File: config.mk
export PLATFORM = sky130hd
export DESIGN_NAME = mouse_position_tracker
export DESIGN_NICKNAME = d
export VERILOG_FILES = /design/src/rtl/mouse_position_tracker.sv
export SDC_FILE = /design/constraint.sdc
export NUM_CORES = 1
export LEC_CHECK = 0
export ABC_AREA = 0
export CAP_MARGIN = 20
export CORE_UTILIZATION = 48
export DETAILED_ROUTE_END_ITERATION = 10
export PLACE_DENSITY_LB_ADDON = 0.15
export SLEW_MARGIN = 0
export SYNTH_ARGS = -nofsm -noshare
export SYNTH_HDL_FRONTEND = slang
export SYNTH_SLANG_ARGS = --single-unit
File: constraint.sdc
create_clock -name clk -period 2.4 [get_ports clk]
set_input_delay 0.72 -clock clk [delete_from_list [all_inputs] [get_ports clk]]
set_output_delay 0.72 -clock clk [all_outputs]
set_load 0.005 [all_outputs]
File: src/rtl/mouse_position_tracker.sv
// ---------------------------------------------------------------------------
// mouse_position_tracker
//
// Reassembles standard 3-byte PS/2 movement packets from the serial
// receiver's byte stream. Each packet's signed X/Y deltas are added to an
// absolute cursor position, which is clamped to a 1024x768 screen.
//
// Ports:
//   clk          in   system clock
//   rst          in   asynchronous, active-high reset
//   rx_data[7:0] in   byte from the PS/2 receiver
//   rx_valid     in   one-cycle strobe qualifying rx_data
//   xpos[11:0]   out  cursor X, 0..XMAX
//   ypos[11:0]   out  cursor Y, 0..YMAX (0 = top of screen)
//   ButtonLeft   out  left button (level, or click pulse, see below)
//   ButtonRight  out  right button level
//   pkt_valid    out  one-cycle pulse when a packet has been applied
//
// Handshake: rx_valid is a single-cycle strobe with no back-pressure. Every
// strobed byte is consumed in the cycle it is presented, and that includes
// the APPLY cycle. pkt_valid marks the single cycle in which newly updated
// outputs first appear. All outputs hold their values between packets.
//
// Optional build macro MOUSE_CLICK_PULSE_EN: when it is defined, ButtonLeft
// becomes a one-cycle pulse on a 0->1 transition of the left bit between
// consecutive packets. The pulse is coincident with pkt_valid.
// ---------------------------------------------------------------------------
module mouse_position_tracker #(
    parameter int XMAX           = 1023,
    parameter int YMAX           = 767,
    parameter int XINIT          = 512,
    parameter int YINIT          = 384,
    parameter int TIMEOUT_CYCLES = 1300000
) (
    input  logic        clk,
    input  logic        rst,
    input  logic [7:0]  rx_data,
    input  logic        rx_valid,
    output logic [11:0] xpos,
    output logic [11:0] ypos,
    output logic        ButtonLeft,
    output logic        ButtonRight,
    output logic        pkt_valid
);

    typedef enum logic [1:0] {
        WAIT_B0 = 2'd0,
        WAIT_B1 = 2'd1,
        WAIT_B2 = 2'd2,
        APPLY   = 2'd3
    } state_t;

    localparam logic [20:0]        TIMEOUT_LIM = 21'(TIMEOUT_CYCLES);
    localparam logic signed [13:0] XMAX_S      = 14'(XMAX);
    localparam logic signed [13:0] YMAX_S      = 14'(YMAX);

    state_t      state;
    state_t      state_next;
    logic [7:0]  hdr;
    logic [7:0]  dx_byte;
    logic [7:0]  dy_byte;
    logic [20:0] timeout_cnt;

    logic        mid_packet;
    logic        timed_out;
    logic        sync_byte;
    logic        accept_hdr;
    logic        latch_dx;
    logic        latch_dy;

    logic signed [13:0] dx_ext;
    logic signed [13:0] dy_ext;
    logic signed [13:0] nx;
    logic signed [13:0] ny;
    logic [11:0]        x_new;
    logic [11:0]        y_new;

    assign mid_packet = (state == WAIT_B1) || (state == WAIT_B2);
    assign timed_out  = mid_packet && (timeout_cnt == TIMEOUT_LIM);
    assign sync_byte  = rx_valid && rx_data[3];

    // -----------------------------------------------------------------------
    // Next-state logic. During APPLY, and in the cycle a partial packet
    // times out, the state machine already behaves like WAIT_B0. A header
    // that arrives in either of those cycles therefore starts a new packet
    // and is not lost.
    // -----------------------------------------------------------------------
    always_comb begin
        state_next = state;
        accept_hdr = 1'b0;
        latch_dx   = 1'b0;
        latch_dy   = 1'b0;
        case (state)
            WAIT_B0, APPLY: begin
                state_next = WAIT_B0;
                if (sync_byte) begin
                    accept_hdr = 1'b1;
                    state_next = WAIT_B1;
                end
            end
            WAIT_B1: begin
                if (timed_out) begin
                    state_next = WAIT_B0;
                    if (sync_byte) begin
                        accept_hdr = 1'b1;
                        state_next = WAIT_B1;
                    end
                end else if (rx_valid) begin
                    latch_dx   = 1'b1;
                    state_next = WAIT_B2;
                end
            end
            WAIT_B2: begin
                if (timed_out) begin
                    state_next = WAIT_B0;
                    if (sync_byte) begin
                        accept_hdr = 1'b1;
                        state_next = WAIT_B1;
                    end
                end else if (rx_valid) begin
                    latch_dy   = 1'b1;
                    state_next = APPLY;
                end
            end
            default: state_next = WAIT_B0;
        endcase
    end

    always_ff @(posedge clk or posedge rst) begin
        if (rst) begin
            state <= WAIT_B0;
        end else begin
            state <= state_next;
        end
    end

    // The inter-byte gap counter runs only while a packet is partially
    // assembled. It restarts on every byte and whenever the FSM goes back
    // to WAIT_B0.
    always_ff @(posedge clk or posedge rst) begin
        if (rst) begin
            timeout_cnt <= '0;
        end else if (rx_valid || !mid_packet || (state_next == WAIT_B0)) begin
            timeout_cnt <= '0;
        end else begin
            timeout_cnt <= timeout_cnt + 21'd1;
        end
    end

    always_ff @(posedge clk or posedge rst) begin
        if (rst) begin
            hdr     <= '0;
            dx_byte <= '0;
            dy_byte <= '0;
        end else begin
            if (accept_hdr) hdr     <= rx_data;
            if (latch_dx)   dx_byte <= rx_data;
            if (latch_dy)   dy_byte <= rx_data;
        end
    end

    // -----------------------------------------------------------------------
    // Delta arithmetic. The 9-bit deltas {sign, byte} are sign-extended to
    // 14 bits. An axis whose overflow bit is set contributes no movement.
    // The Y delta is subtracted because PS/2 +Y points up while screen Y
    // grows downward.
    // -----------------------------------------------------------------------
    always_comb begin
        dx_ext = hdr[6] ? 14'sd0 : {{6{hdr[4]}}, dx_byte};
        dy_ext = hdr[7] ? 14'sd0 : {{6{hdr[5]}}, dy_byte};
        nx     = $signed({2'b00, xpos}) + dx_ext;
        ny     = $signed({2'b00, ypos}) - dy_ext;

        x_new = nx[11:0];
        if (nx < 14'sd0) begin
            x_new = '0;
        end else if (nx > XMAX_S) begin
            x_new = 12'(XMAX);
        end

        y_new = ny[11:0];
        if (ny < 14'sd0) begin
            y_new = '0;
        end else if (ny > YMAX_S) begin
            y_new = 12'(YMAX);
        end
    end

`ifdef MOUSE_CLICK_PULSE_EN
    // Left level from the previously applied packet. A click is reported
    // only on a rising edge, so a held button cannot retrigger downstream
    // toggles.
    logic prev_left;
`endif

    always_ff @(posedge clk or posedge rst) begin
        if (rst) begin
            xpos        <= 12'(XINIT);
            ypos        <= 12'(YINIT);
            ButtonLeft  <= 1'b0;
            ButtonRight <= 1'b0;
            pkt_valid   <= 1'b0;
`ifdef MOUSE_CLICK_PULSE_EN
            prev_left   <= 1'b0;
`endif
        end else begin
            pkt_valid <= (state == APPLY);
`ifdef MOUSE_CLICK_PULSE_EN
            ButtonLeft <= (state == APPLY) && hdr[0] && !prev_left;
`endif
            if (state == APPLY) begin
                xpos        <= x_new;
                ypos        <= y_new;
                ButtonRight <= hdr[1];
`ifdef MOUSE_CLICK_PULSE_EN
                prev_left   <= hdr[0];
`else
                ButtonLeft  <= hdr[0];
`endif
            end
        end
    end

endmodule

# ---- After elaboration in Yosys (flattened, before gate mapping)
# Index checks and enable logic that the tools add are counted.
dict set report totals {
  ramBits 0
  inputBits 11
  ff_bits 74
  n_memories 0
  latch_bits 0
  output_inout_bits 27
  romBits 0
  wordCells 51
}
dict set report classes {
  multipliers 0
  n_bitwise 0
  eq_ne 4
  order_cmp 4
  n_mux 20
  n_addsub 3
  reduce_logical 10
  n_div 0
  shifts 0
}
# operator count
set op_table {}
lappend op_table {{12-bit 2-to-1 mux} 4}
lappend op_table {{14-bit by 11-bit > comparator with 1-bit output (second input constant)} 2}
lappend op_table {{14-bit by 1-bit < comparator with 1-bit output (second input constant)} 2}
lappend op_table {{14-bit 2-to-1 mux} 2}
lappend op_table {{21-bit by 1-bit adder with 21-bit output (second input constant)} 1}
lappend op_table {{21-bit equality test (second input constant)} 1}
lappend op_table {{21-bit 2-to-1 mux} 1}
lappend op_table {{13-bit by 14-bit adder with 14-bit output} 1}
lappend op_table {{13-bit by 14-bit subtractor with 14-bit output} 1}
lappend op_table {{2-bit 2-to-1 mux} 4}
lappend op_table {{1-bit 2-to-1 mux} 7}
lappend op_table {{2-bit one-hot mux with 3 select lines} 1}
lappend op_table {{2-bit equality test (second input constant)} 2}
lappend op_table {{2-bit zero test} 2}
lappend op_table {{2-bit OR reduction} 2}
lappend op_table {{1-bit logical OR} 3}
lappend op_table {{2-bit by 1-bit equality test with 1-bit output (second input constant)} 1}
lappend op_table {{1-bit logical AND} 2}
lappend op_table {{1-bit one-hot mux with 2 select lines} 1}
lappend op_table {{1-bit zero test} 1}

# ---- Depth between registers and ports, before layout
# Gate-level depths: netlist (run 1).
dict set report depth {
  ltp_word 8
  ltp_mapped 11
}

# ---- Worst setup path before layout (run 1)
# No wires, ideal clock.
dict set report synth_timing {
  path_kind {reg-to-reg}
  startpoint {register hdr[6]}
  endpoint {register xpos[8]}
  path_slack_ns -0.197
  period_less_slack_ns 2.597
  arrival_ns 2.427
  stages_incl_launch_ff 11
  required_time_ns 2.231
  path_cell_list {dfrtp_1 -> nor2b_1 -> ha_1 -> fa_1 -> a211oi_1 -> o21ai_0 -> a21oi_1 -> mux2i_1 -> o22a_2 -> o31ai_1 -> a211oi_1}
}
dict set report synth_between {
  elab_chain_cells 5
}
# item line_no
set synth_lines {}
lappend synth_lines {{start: declaration} 59} ;# logic [7:0] hdr;
lappend synth_lines {{start signal: assignment} 156} ;# if (accept_hdr) hdr <= rx_data;
lappend synth_lines {{14-bit 2-to-1 mux (*)} 169} ;# dx_ext = hdr[6] ? 14'sd0 : {{6{hdr[4]}}, dx_byte};
lappend synth_lines {{13-bit by 14-bit adder with 14-bit output (*)} 171} ;# nx = $signed({2'b00, xpos}) + dx_ext;
lappend synth_lines {{14-bit by 11-bit > comparator with 1-bit output} 177} ;# end else if (nx > XMAX_S) begin
lappend synth_lines {{12-bit 2-to-1 mux} 177}
lappend synth_lines {{12-bit 2-to-1 mux (*)} 175} ;# if (nx < 14'sd0) begin
lappend synth_lines {{end signal: assignment} 198} ;# xpos <= 12'(XINIT);
lappend synth_lines {{end signal: assignment} 212} ;# xpos <= x_new;
lappend synth_lines {{end: declaration} 39} ;# output logic [11:0] xpos,
# Mark *: on every way between the ends. The rest lies on a longest branch, timed or not.
# A chain may end at the register's enable or synchronous reset.

# ---- Final worst setup path (run 1)
# Same ends and word-level chain as after synthesis.

==> impl_metrics.yaml, run 1 <==
run_status:
  outcome: "complete, but fails checks"
  failed_checks: "negative setup slack"
cts:
  root_buffer: "clkbuf_8"
  cts.sinks: 72
  h-tree-depth: 3
  clk_path_buf_depth: 2
  hold_buffers: 0
  numCtsBuffers: 9
  clk_pin_slew_worst_paths_ns: 0.09
  cts_tree: "built"
  clk-insertion-delay-late_ns: 0.35
logic_synthesis:
  syn-instance-count: 475
  ys_types: 56
  synth.yosys.seq_area_share: 0.390
  ys.flop_type: "dfrtp_1"
  synthesis.nets: 517
  ys_ff_latch: 72
  yosysWarnings: 0
  synth-async-reset-ratio: 1.00
  avgSynthCellArea_um2: 9.74
  synth_area_um2: 4630
  synth_edf_count: 0
setup_path:
  criticalPathCategory: "flop to flop"
  crit_required_ns: 2.67
  arrival_ns: 3.03
  r2r_slack_ns: -0.37
  crit_start: "hdr[6]$_DFFE_PP0P_"
  cp-end-kind: "flop"
  crit_fanout: 6
  r2r-start: "hdr[6]$_DFFE_PP0P_"
  crit_path_start_kind: "flop"
placed_design:
  place_area_um2: 5820
  dp_cells: 705
  hpwl_mm: 8.15
  port_buffers: 37
  gp_congestion: 0.922
route:
  vias: 4144
  first_pass_iters: 4
  drt_iter0_drc: 156
  postRouteAntennaNets: 0
  vias_per_cell: 5.52
  finalWirelength_mm: 12.6
  drcViolationCount: 0
  avgRoutedWirePerCell_um: 16.7
global_routing:
  grt_overflow_total: 0
  grt_max_degree: 66
  grt_first_pass_wirelength_mm: 20.3
  grt_antenna_before_repair: 0
  grt_usage: 0.257
  grt_pass1_vias: 4315
sta:
  rsz0062_at_grt: "true"
  period_share: 1.15
  worst_pin_slew_ns: 0.381
  finClkSkew_ns: 0.0104
  max_freq_ghz: 0.361
  min_period_ns: 2.77
  fin_setup_tns_ns: -5.41
  slew_violations: 0
  fin_ws_ns: -0.367
  setup_viol: 20
  hold_viol: 0
  maxSlewHeadroom: 0.746
final_layout:
  nNetsFinal: 659
  final_cell_mix: "96 x buf_4, 67 x dfrtp_1, 50 x nor2_1"
  layout.cells.non_filler: 751
  multi_input_comb_area_um2: 3160
  layout_commonest_cell: "buf_4"
  fillerInstances: 674
  fin_area_um2: 6690
  drive_above_1_share: 0.371
  area_delta_synth_final_pct: 44.6
  diodes: 0
  seqCellArea_um2: 1810
hold_path:
  hold_start: "ButtonLeft$_DFFE_PP0P_"
  min_path_type: "flop to flop"
floorplan:
  start_util: 0.498
  die_h_um: 100
  num_rows: 35
  ios: 38
  die_x_um: 100
  core-area_um2: 9280
  die_area_um2: 10000
pwr:
  finalPower_mw: 10.8
  ir_drop_v: 0.000624
  power_density_nw_per_um2: 1620
  leakage_nw: 2.87
run:
  drv_cap: 0
critical path, stage by stage, from the launching register on:
cell and delay (ns):
dfrtp_2 0.42, buf_6 0.16, nor2b_4 0.06, buf_6 0.11
fa_2 0.39, a211oi_4 0.25, o21ai_2 0.10, a21oi_2 0.21
mux2i_1 0.25, o22a_2 0.31, buf_4 0.18, o31ai_4 0.07
a211oi_2 0.20
path summary, 6_finish.rpt:
kind / cells past startpoint / endpoint
max in group asynchronous: 3 / xpos[9]$_DFFE_PP1P_
min in group asynchronous: 2 / ypos[2]$_DFFE_PP0P_
hold reg to reg: 1 / ButtonLeft$_DFFE_PP0P_
setup reg to reg: 12 / xpos[8]$_DFFE_PP0P_
setup / recovery: 12 / xpos[8]$_DFFE_PP0P_
hold / removal: 1 / ButtonLeft$_DFFE_PP0P_
kinds of logic (layout without fill, tap and decap cells):
kind of cell / Yosys count / after routing / share of synthesized area
AO/OA/AOI/OAI: 106 / 106 / 0.160
XOR/XNOR: 36 / 36 / 0.0738
adder cells (fa/ha/maj): 31 / 31 / 0.0871
buffers and inverters: 33 / 180 / 0.0287
flip-flops: 72 / 72 / 0.390
multiplexers: 31 / 31 / 0.0768
AND/OR/NAND/NOR: 166 / 166 / 0.183
stage by stage:
step / util / hold slack [ns] / setup slack [ns]
2_1_floorplan: - / 0.471 / -0.0351
3_3_place_gp: 0.627 / 0.481 / -0.275
3_5_place_dp: 0.627 / 0.491 / -0.349
4_1_cts: 0.698 / 0.510 / -0.204
5_1_grt: 0.721 / 0.534 / -0.454
6_report: 0.721 / 0.511 / -0.367
where the power goes:
group	internal (mW)	leakage [nW]	switching [mW]
clock network	0.597	0.107	0.517
logic	4.07	1.84	3.72
registers	1.59	0.918	0.331
total	6.26	2.87	4.57
registers in the layout, indices dropped and copies added (netlist names):
| name | flops |
|---|---|
| timeout_cnt | 21 |
| ButtonRight | 1 |
| dy_byte | 8 |
| hdr | 6 |
| state | 2 |
| ButtonLeft | 1 |
| pkt_valid | 1 |
| dx_byte | 8 |
| xpos | 12 |
| ypos | 12 |
synthesized netlist by cell type, types with 8 or more instances:
library cell / n / share of area
nor2b_1: 19 / 0.026
nor2_1: 52 / 0.042
nand2b_1: 15 / 0.020
a31oi_1: 8 / 0.011
nand3_1: 15 / 0.016
mux2_2: 26 / 0.063
o21a_1: 11 / 0.018
xor2_1: 19 / 0.036
o21ai_0: 10 / 0.011
nand2_1: 22 / 0.018
dfrtp_1: 69 / 0.37
a211oi_1: 10 / 0.016
or3_1: 8 / 0.011
ha_1: 29 / 0.078
xnor2_1: 15 / 0.028
a21oi_1: 24 / 0.026
inv_1: 20 / 0.016
nor3_1: 11 / 0.012
area by class of cell:
type                       count  share of cell area
clock inverter                 7              0.0151
sequential                    72               0.270
multi-input combinational    370               0.472
timing repair buffer         144               0.188
inverter                      20              0.0118
clock buffer                   9              0.0185
tap                          129              0.0241
metal layers:
metal / track usage / vias to the layer above / part of all wire
li1: - / 1988 / -
met1: 0.318 / 2018 / 0.43
met2: 0.451 / 104 / 0.51
met3: 0.0432 / 34 / 0.035
met4: 0.0903 / 0 / 0.025
met5: 0 / - / 0
timing repair:
| action | in CTS | in global routing |
|---|---|---|
| cloned | 0 | 0 |
| gates resized for setup | 54 | 29 |
| endpoints found under the setup margin | 24 | 26 |
| pin swaps | 28 | 14 |
| setup buffers | 22 | 10 |
Power figures use the tool's default switching activity.
==> inputs of run 2 (changes only) <==
CORE_ASPECT_RATIO = 1.4   (was unset)
==> impl_metrics.yaml, run 2 (synthesized netlist as in run 1, its figures left out) <==
placed_design:
  port_buffers: 37
  place_area_um2: 5810
  hpwl_mm: 8.72
  gp_congestion: 0.880
  dp_cells: 686
final_layout:
  area_delta_synth_final_pct: 43.2
  seqCellArea_um2: 1810
  fin_util: 0.704
  final_cell_mix: "81 x buf_4, 67 x dfrtp_1, 49 x nor2_1"
  layout_top_registers: "timeout_cnt: 21 flops, xpos: 12 flops, ypos: 12 flops"
  multi_input_comb_area_um2: 3170
  fillerInstances: 676
  diodes: 0
  top_register: "timeout_cnt"
  largest_register_ffs: 21
  layout.cells.non_filler: 716
  nNetsFinal: 643
  drive_above_1_share: 0.351
  fin_area_um2: 6620
  layout_commonest_cell: "buf_4"
pwr:
  power_density_nw_per_um2: 1580
  leakage_nw: 2.82
  finalPower_mw: 10.4
  ir_drop_v: 0.000674
sta:
  setup_viol: 20
  slew_violations: 0
  max_freq_ghz: 0.377
  min_period_ns: 2.65
  finClkSkew_ns: 0.00563
  period_share: 1.11
  hold_viol: 0
  maxSlewHeadroom: 0.734
  rsz0062_at_grt: "true"
  worst_pin_slew_ns: 0.398
  fin_ws_ns: -0.254
  fin_setup_tns_ns: -3.56
floorplan:
  die_area_um2: 10000
  die_x_um: 85.0
  start_util: 0.492
  core-area_um2: 9410
  num_rows: 42
  die_h_um: 118
  ios: 38
hold_path:
  min_path_type: "flop to flop"
cts:
  clk_pin_slew_worst_paths_ns: 0.06
  clk-insertion-delay-late_ns: 0.34
  numCtsBuffers: 9
  cts_tree: "built"
  root_buffer: "clkbuf_16"
  cts.sinks: 72
  clk_path_buf_depth: 2
  h-tree-depth: 3
route:
  first_pass_iters: 7
  vias_per_cell: 5.72
  vias: 4097
  avgRoutedWirePerCell_um: 16.6
  drcViolationCount: 2
  finalWirelength_mm: 11.9
  drt_iter0_drc: 129
  postRouteAntennaNets: 0
setup_path:
  crit_path_start_kind: "flop"
  arrival_ns: 2.91
  crit_required_ns: 2.66
  criticalPathCategory: "flop to flop"
  cp-end-kind: "flop"
  crit_fanout: 8
run:
  drv_cap: 0
run_status:
  failed_checks: "design-rule violations, negative setup slack"
  outcome: "complete, but fails checks"
global_routing:
  gr-usage-met1: 0.280
  grt_busiest_layer: "met2"
  grt_first_pass_wirelength_mm: 19.3
  grt_util_met2: 0.457
  grt_overflow_total: 0
  grt_pass1_vias: 4157
  grt_util_met3: 0.0363
  grt_usage: 0.247
  grt_max_degree: 28
  grt_antenna_before_repair: 0
run 2: through the flow:
stage / setup WS (ns) / hold slack [ns]
after floorplan: -0.0351 / 0.471
after global placement: -0.242 / 0.481
after detailed placement: -0.316 / 0.487
after CTS: -0.188 / 0.501
after global routing: -0.349 / 0.521
final: -0.254 / 0.502
run 2: path summary, 6_finish.rpt:
path	cells after the start	endpoint	slack, ns	start
setup / recovery	12	ypos[0]$_DFFE_PP0P_	-0.25	hdr[7]$_DFFE_PP0P_
hold / removal	1	dx_byte[6]$_DFFE_PP0P_	0.50	dx_byte[6]$_DFFE_PP0P_
setup reg to reg	12	ypos[0]$_DFFE_PP0P_	-0.25	hdr[7]$_DFFE_PP0P_
hold reg to reg	1	dx_byte[6]$_DFFE_PP0P_	0.50	dx_byte[6]$_DFFE_PP0P_
max in group asynchronous	3	xpos[9]$_DFFE_PP1P_	1.15	rst
min in group asynchronous	2	ypos[0]$_DFFE_PP0P_	0.73	rst
run 2: cell type report:
type,count,area share
repair buffers,128,0.169
multi-input cells,370,0.479
inverters,20,0.0119
clock buffers,9,0.0340
flip-flops and latches,72,0.273
well taps,110,0.0208
clock inverters,7,0.0121
run 2: routing by layer:
| metal | part of all wire | wire length (um) |
|---|---|---|
| met3 | 0.023 | 278 |
| met1 | 0.39 | 4650 |
| met5 | 0 | 0 |
| met4 | 0.037 | 438 |
| met2 | 0.55 | 6530 |
run 2: what timing repair did:
action / CTS / global route
cloned: 0 / 1
gates resized for setup: 28 / 49
pin swaps: 24 / 15
buffers inserted: 4 / 9
hold buffers: 0 / 0
endpoints found under the setup margin: 20 / 63
run 2: power by group:
part           leakage (nW)  internal [mW]  switching (mW)
Sequential            0.918           1.60           0.349
Combinational          1.76           3.72            3.41
Clock                 0.143          0.815           0.549
run 2: critical path: stages, from the launching register on:
cell,delay (ns)
dfrtp_2,0.40
buf_6,0.13
nand2b_4,0.17
ha_4,0.30
buf_4,0.11
a41oi_2,0.09
a31oi_2,0.26
o211ai_1,0.19
buf_4,0.18
nor3_2,0.17
a31oi_2,0.06
mux2_4,0.34
a41oi_2,0.17
